File: src/rtl/z2_cycle_initiator.sv
// Zorro II style bus-cycle initiator.
// Turns a valid/ready request into one AS_n/UDS_n/LDS_n bus cycle with a
// timeout and a recover phase. Every bus-facing output comes straight from a
// flop, so none of them can glitch.
module z2_cycle_initiator #(
    parameter int SETUP_CYCLES   = 1,   // 1..7 cycles of ADDR/RW before AS_n falls
    parameter int TIMEOUT_CYCLES = 255  // 8..255 WAIT cycles before abort
) (
    input  logic        MEMCLK,
    input  logic        RESET,
    input  logic        req_valid,
    output logic        req_ready,
    input  logic        req_rw,
    input  logic [22:0] req_addr,
    input  logic [15:0] req_wdata,
    input  logic [1:0]  req_be,
    output logic        rsp_valid,
    output logic [15:0] rsp_rdata,
    output logic [1:0]  rsp_err,
    output logic [22:0] ADDR,
    output logic        RW,
    output logic        AS_n,
    output logic        UDS_n,
    output logic        LDS_n,
    output logic [15:0] DOUT,
    output logic        DOE,
    input  logic [15:0] DIN,
    input  logic        DTACK_n,
    input  logic        BERR_n
);

    typedef enum logic [2:0] {
        S_IDLE, S_SETUP, S_ASSERT, S_WAIT, S_LATCH, S_ENDC, S_RECOVER
    } state_t;

    localparam logic [7:0] SETUP_LAST = 8'(SETUP_CYCLES - 1);
    localparam logic [7:0] TO_LAST    = 8'(TIMEOUT_CYCLES - 1);
    localparam logic [1:0] ERR_OK     = 2'b00;
    localparam logic [1:0] ERR_BUS    = 2'b01;
    localparam logic [1:0] ERR_TO     = 2'b10;

    state_t      r_state, w_next;
    logic        r_dtack_s1, r_dtack_s2, r_berr_s1, r_berr_s2;
    logic        r_armed;
    logic        r_rw_h;
    logic [1:0]  r_be_h;
    logic [15:0] r_wdata_h;
    logic [1:0]  r_err_h, w_err_nx;
    logic [7:0]  r_cnt;
    logic        r_as_n, r_uds_n, r_lds_n, r_doe, r_rw_o, r_rsp_valid;
    logic [15:0] r_dout, r_rdata;
    logic [22:0] r_addr;
    logic [1:0]  r_rsp_err;
    logic        w_bus_idle, w_accept, w_be_zero, w_act;

    // Slave is quiet once both synchronised handshakes are released.
    assign w_bus_idle = r_dtack_s2 & r_berr_s2;
    // r_armed keeps ready low through reset and the first edge after it.
    assign req_ready  = r_armed & (r_state == S_IDLE) & w_bus_idle;
    assign w_accept   = req_valid & req_ready;
    assign w_be_zero  = w_accept & (req_be == 2'b00);
    assign w_act      = (w_next == S_ASSERT) | (w_next == S_WAIT) | (w_next == S_LATCH);

    // Two-flop synchronisers for the asynchronous slave handshakes.
    always_ff @(posedge MEMCLK or posedge RESET) begin
        if (RESET) begin
            r_dtack_s1 <= 1'b1; r_dtack_s2 <= 1'b1;
            r_berr_s1  <= 1'b1; r_berr_s2  <= 1'b1;
            r_armed    <= 1'b0;
        end else begin
            r_dtack_s1 <= DTACK_n; r_dtack_s2 <= r_dtack_s1;
            r_berr_s1  <= BERR_n;  r_berr_s2  <= r_berr_s1;
            r_armed    <= 1'b1;
        end
    end

    // State register.
    always_ff @(posedge MEMCLK or posedge RESET) begin
        if (RESET) r_state <= S_IDLE;
        else       r_state <= w_next;
    end

    // Next state and error code; BERR wins over DTACK when both are seen.
    always_comb begin
        w_next   = r_state;
        w_err_nx = r_err_h;
        case (r_state)
            S_IDLE:    if (w_accept && req_be != 2'b00) w_next = S_SETUP;
            S_SETUP:   if (r_cnt == SETUP_LAST) w_next = S_ASSERT;
            S_ASSERT:  w_next = S_WAIT;
            S_WAIT: begin
                if (!r_berr_s2) begin
                    w_next   = S_ENDC;
                    w_err_nx = ERR_BUS;
                end else if (!r_dtack_s2) begin
                    w_next   = S_LATCH;
                end else if (r_cnt == TO_LAST) begin
                    w_next   = S_ENDC;
                    w_err_nx = ERR_TO;
                end
            end
            S_LATCH:   w_next = S_ENDC;
            S_ENDC:    w_next = S_RECOVER;
            S_RECOVER: if (w_bus_idle) w_next = S_IDLE;
            default:   w_next = S_IDLE;
        endcase
    end

    // Holding registers, error code and the shared setup/timeout counter.
    always_ff @(posedge MEMCLK or posedge RESET) begin
        if (RESET) begin
            r_rw_h    <= 1'b1;
            r_be_h    <= 2'b00;
            r_wdata_h <= 16'h0;
            r_err_h   <= ERR_OK;
            r_cnt     <= 8'h0;
        end else begin
            if (w_accept) begin
                r_rw_h    <= req_rw;
                r_be_h    <= req_be;
                r_wdata_h <= req_wdata;
                r_err_h   <= ERR_OK;
            end else begin
                r_err_h   <= w_err_nx;
            end
            if (r_state != w_next)
                r_cnt <= 8'h0;
            else if (r_state == S_SETUP || r_state == S_WAIT)
                r_cnt <= r_cnt + 8'h1;
        end
    end

    // Bus outputs registered from the next state so they line up with it.
    always_ff @(posedge MEMCLK or posedge RESET) begin
        if (RESET) begin
            r_as_n  <= 1'b1;
            r_uds_n <= 1'b1;
            r_lds_n <= 1'b1;
            r_doe   <= 1'b0;
            r_dout  <= 16'h0;
            r_rw_o  <= 1'b1;
            r_addr  <= 23'h0;
        end else begin
            r_as_n  <= ~w_act;
            // Read strobes go with AS_n; write strobes wait one cycle for data.
            r_uds_n <= ~(w_act & r_be_h[1] & (r_rw_h | (w_next != S_ASSERT)));
            r_lds_n <= ~(w_act & r_be_h[0] & (r_rw_h | (w_next != S_ASSERT)));
            r_doe   <= ~r_rw_h & (w_act | (w_next == S_ENDC));
            if (w_next == S_ASSERT && !r_rw_h) r_dout <= r_wdata_h;
            if (w_next == S_IDLE || w_next == S_RECOVER) r_rw_o <= 1'b1;
            else if (w_accept)                           r_rw_o <= req_rw;
            if (w_accept && req_be != 2'b00) r_addr <= req_addr;
        end
    end

    // Response pulse; read data only changes on a completed read or empty request.
    always_ff @(posedge MEMCLK or posedge RESET) begin
        if (RESET) begin
            r_rsp_valid <= 1'b0;
            r_rsp_err   <= ERR_OK;
            r_rdata     <= 16'h0;
        end else begin
            r_rsp_valid <= (w_next == S_ENDC) | w_be_zero;
            if (w_next == S_ENDC) r_rsp_err <= w_err_nx;
            else if (w_be_zero)   r_rsp_err <= ERR_OK;
            if (w_be_zero)
                r_rdata <= 16'h0;
            else if (r_state == S_LATCH && r_rw_h)
                r_rdata <= DIN & {{8{r_be_h[1]}}, {8{r_be_h[0]}}};
        end
    end

    assign AS_n      = r_as_n;
    assign UDS_n     = r_uds_n;
    assign LDS_n     = r_lds_n;
    assign DOE       = r_doe;
    assign DOUT      = r_dout;
    assign RW        = r_rw_o;
    assign ADDR      = r_addr;
    assign rsp_valid = r_rsp_valid;
    assign rsp_err   = r_rsp_err;
    assign rsp_rdata = r_rdata;

endmodule

File: config.mk
export PLATFORM = sky130hd
export DESIGN_NAME = z2_cycle_initiator
export DESIGN_NICKNAME = d
export VERILOG_FILES = /design/src/rtl/z2_cycle_initiator.sv
export SDC_FILE = /design/constraint.sdc
export NUM_CORES = 1
export LEC_CHECK = 0
export ABC_AREA = 0
export BUFFER_PORTS_ARGS = -buffer_cell sky130_fd_sc_hd__buf_2
export CORE_UTILIZATION = 39
export CTS_BUF_LIST = sky130_fd_sc_hd__clkbuf_8
export CTS_CLUSTER_SIZE = 30
export DETAILED_ROUTE_END_ITERATION = 10
export HOLD_SLACK_MARGIN = 0.1
export MAX_ROUTING_LAYER = met4
export PLACE_DENSITY = 0.61
export SLEW_MARGIN = 20
export SYNTH_ARGS = -nofsm -noshare
export SYNTH_HDL_FRONTEND = slang
export SYNTH_SLANG_ARGS = --single-unit
File: constraint.sdc
create_clock -name MEMCLK -period 6.2 [get_ports MEMCLK]
set_input_delay 0.62 -clock MEMCLK [delete_from_list [all_inputs] [get_ports MEMCLK]]
set_output_delay 0.62 -clock MEMCLK [all_outputs]
set_load 0.005 [all_outputs]
==> results.txt <==
The top metal layer carrying routed signals is met4. The clock drives 100 sinks. The final count of hold timing violations is 0. The proportion of synthesized chip area in sequential cells came out at 0.607. The number of buffers added on ports came out at 126.

The cell total after placement came out at 568. The number of hold buffers added after CTS was 0. The worst-case hold slack came out at 0.198 ns. Max-cap violations in this run came to 0. The switching power is 0.710 mW. The average wire per cell in the routed design came out at 13.7 um. 0 antenna diodes ended up in the layout. The pin count of the biggest net entering global routing is 80. The worst slack at placement came out at 2.68 ns. The cell area after synthesis came out at 4140 um^2. The count of final max-slew check failures came out at 0. The area overhead of the layout relative to synthesis is 22.6%.

The run finished with clean final reports. The via count of the first global-routing pass came out at 3,003. In this run the worst setup path begins at r_state[1]$_DFF_PP0_. The source of the worst register-to-register timing path is r_state[1]$_DFF_PP0_. CTS built an H-tree with a depth of 3. On the final layout, the worst clock skew is 0.0119 ns.

The HPWL reported at the end of detailed placement came out at 5630 um. In the synthesized netlist the dominant register cell turns out to be sky130_fd_sc_hd__dfrtp_1. The final critical delay including setup and external delays came out at 3.36 ns. The net total in the final layout is 509. The number of buffers between clock root and the deepest sink is 2. For this run, the share of the core covered by cells in the final layout is 0.492. During synthesis, Yosys emitted a total of 0 warnings. The internal power of the cells totals 1.51 mW. The overall via count from detail_route is 2,873. In the layout the commonest cells are 126 x sky130_fd_sc_hd__buf_2, 91 x sky130_fd_sc_hd__dfrtp_1, 48 x sky130_fd_sc_hd__mux2_2. In this run, post-CTS repair resized a total of 0 instances.

The kind of start point of the critical path is a register. The count of routing violations after the opening detailed-route iteration is 158. Dividing the synthesized area by the synthesized cell count gives 12.9 um^2.

The die height came out at 105 um. In this run the standard cell core region covers 10,300 um^2. The clock tree from TritonCTS is yes. 127 I/O pins were placed. Leaving out fill and tap cells, the most frequent cell in the layout is sky130_fd_sc_hd__buf_2.

The global-route total usage across every layer came out at 0.162. Of all nets on the critical path, the largest fanout is 24. The power density over the cells came out at 438 nW/um^2. The final cell area excluding filler cells is 5080 um^2.

After synthesis, the netlist uses 45 different library cells. The number of synthesized register bits came out at 100. The number of inserted filler cells in the final layout is 950.

For this design the static power due to leakage is 2.57 nW. After layout, the worst setup slack is 2.84 ns. The first global-routing pass estimated 13,900 um of wire. Of the total power, the share spent switching nets is 0.319. The placer's final routability congestion estimate is 0.757. In this run the worst hold path is classified as input pin to async pin.

The final cell count without fillers is 584. The overall power of the completed layout came out at 2.22 mW. CTS placed an instance of sky130_fd_sc_hd__clkbuf_8 at the clock tree root. The initial antenna violation count came out at 0. The total setup buffers inserted after CTS is 0.

The horizontal die dimension came out at 105 um. The ratio of routed vias to standard cells came out at 4.92. For this configuration, the core starts out at a cell density of 0.401. The total overflow reported by the global router came out at 0. The count of mapped cells out of synthesis is 321. Setup violations remaining at the end of the flow were counted as 0. The worst endpoint required time is 6.44 ns.

In the final layout, flip-flops and latches occupy 2510 um^2. The final wirelength is 8030 um. After synthesis, the share of flip-flops with an asynchronous set or reset is 1.00. For this block, wires on met1 add up to 3840 um. In the final timing run, aggregate negative setup slack is 0 ns. The maximum vdd ir drop came out at 0.163 mV. The routed length on met2 came out at 3610 um. The part of the total power dissipated in sequential elements is 0.482.

Dividing the final minimum period by the clock period gives 0.541. The number of nets handed over by synthesis was 387. The worst endpoint data arrival time came out at 3.59 ns. The multi-input logic area is 1530 um^2.

The register clock-pin slew on the reported worst setup and hold paths came out at 0.10 ns. The amount of wire on met3 after detailed routing came out at 454 um. The worst relative slew slack came out at 0.329.

The worst-skew pair later-pin latency came out at 0.36 ns. The synthesized design contains 0 enable-type register cells. The achievable clock frequency is 0.298 GHz. The number of buffers created by CTS came out at 9. The floorplan has 37 rows. The number of iterations in the first detailed-routing pass came out at 4. The final routed DRC violation total came out at 0. The count of antenna-violating nets left after detailed routing is 0. The transition at the pin with the smallest max-transition slack came out at 1.00 ns. The area of the die came out at 11,000 um^2. The worst setup path is captured at a register. The combinational share of power is 0.336.

The placed cell area came out at 4880 um^2. Setup repair after global routing left no endpoint under its margin. The clock group share of total power came out at 0.182.

Of the cells placed in the final design, the portion with a size suffix greater than 1 is 0.484. The worst setup path is of the register to register kind.
==> sequential cells by signal, indices dropped and copies added, names as in the netlist, 2 cells and up <==
signal / flops
r_wdata_h: 16
r_state: 3
rsp_rdata: 16
r_err_h: 2
ADDR: 23
r_cnt: 8
r_be_h: 2
DOUT: 16
rsp_err: 2
==> cells in the mapped netlist (2+ instances only) <==
cell type / instances / area, um^2
sky130_fd_sc_hd__a21boi_0: 2 / 15.0
sky130_fd_sc_hd__a21oi_1: 23 / 115
sky130_fd_sc_hd__clkbuf_1: 14 / 52.6
sky130_fd_sc_hd__dfrtp_1: 91 / 2280
sky130_fd_sc_hd__dfstp_2: 9 / 236
sky130_fd_sc_hd__ha_1: 3 / 37.5
sky130_fd_sc_hd__inv_1: 7 / 26.3
sky130_fd_sc_hd__mux2_2: 48 / 541
sky130_fd_sc_hd__mux2_4: 10 / 150
sky130_fd_sc_hd__mux2i_1: 3 / 30.0
sky130_fd_sc_hd__nand2_1: 24 / 90.1
sky130_fd_sc_hd__nand2b_1: 2 / 12.5
sky130_fd_sc_hd__nand3_1: 20 / 100
sky130_fd_sc_hd__nand4_1: 3 / 18.8
sky130_fd_sc_hd__nor2_1: 15 / 56.3
sky130_fd_sc_hd__nor2b_1: 2 / 12.5
sky130_fd_sc_hd__nor3_1: 4 / 20.0
sky130_fd_sc_hd__nor3b_1: 4 / 30.0
sky130_fd_sc_hd__o21ai_0: 4 / 20.0
sky130_fd_sc_hd__o22ai_1: 3 / 18.8
sky130_fd_sc_hd__xnor2_1: 3 / 26.3
sky130_fd_sc_hd__xor2_1: 4 / 35.0
==> path summary, 6_finish.rpt <==
path                                         end  slack (ns)  cells past startpoint
max reg2reg                  DOUT[9]$_DFFE_PP0P_        2.84                      6
min reg2reg                 r_dtack_s2$_DFF_PP1_        0.36                      0
max in group asynchronous  r_be_h[1]$_DFFE_PP0P_        5.02                      3
max                          DOUT[9]$_DFFE_PP0P_        2.84                      6
min                         ADDR[19]$_DFFE_PP0P_        0.20                      2
min in group MEMCLK         r_dtack_s2$_DFF_PP1_        0.36                      0
==> layout make-up <==
cell class	count	share of cell area
Clock inverter	7	0.0133
Sequential cell	100	0.495
Multi-Input combinational cell	197	0.300
Timing Repair Buffer	128	0.128
Inverter	7	0.00567
Clock buffer	9	0.0244
Tap cell	136	0.0335
==> cells by family after synthesis <==
| logic type | after synthesis | synth area share |
|---|---|---|
| other | 1 | 0.000905 |
| xor gates and xnor gates | 7 | 0.0148 |
| adders and majority gates | 3 | 0.00906 |
| muxes | 61 | 0.174 |
| buffers and inverters | 24 | 0.0278 |
| and+or+nand+nor | 85 | 0.107 |
| AOI/OAI and AO/OA | 40 | 0.0601 |
| DFF | 100 | 0.607 |
==> critical path, stage by stage (launching register included) <==
cell                      delay [ns]
sky130_fd_sc_hd__dfrtp_1        0.64
sky130_fd_sc_hd__nor3b_1        0.14
sky130_fd_sc_hd__nor3b_2        0.18
sky130_fd_sc_hd__buf_4          0.23
sky130_fd_sc_hd__or4_1          0.64
sky130_fd_sc_hd__or4b_1         0.95
sky130_fd_sc_hd__mux2_4         0.43
==> power by group through the flow <==
| stage | logic (mW) | clock network, mW | registers, mW |
|---|---|---|---|
| floorplan | 0.532 | 0 | 1.05 |
| global placement | 0.741 | 0 | 1.07 |
| detailed placement | 0.760 | 0 | 1.08 |
| CTS | 0.761 | 0.422 | 1.07 |
| global route | 0.834 | 0.448 | 1.11 |
| finish | 0.748 | 0.404 | 1.07 |
==> layer usage <==
metal  up-vias  global-route usage
met5         -                   -
met4         0              0.0584
met3        16              0.0362
met2       105               0.248
met1      1383               0.213
li1       1369                   -
Power figures use the tool's default switching activity.
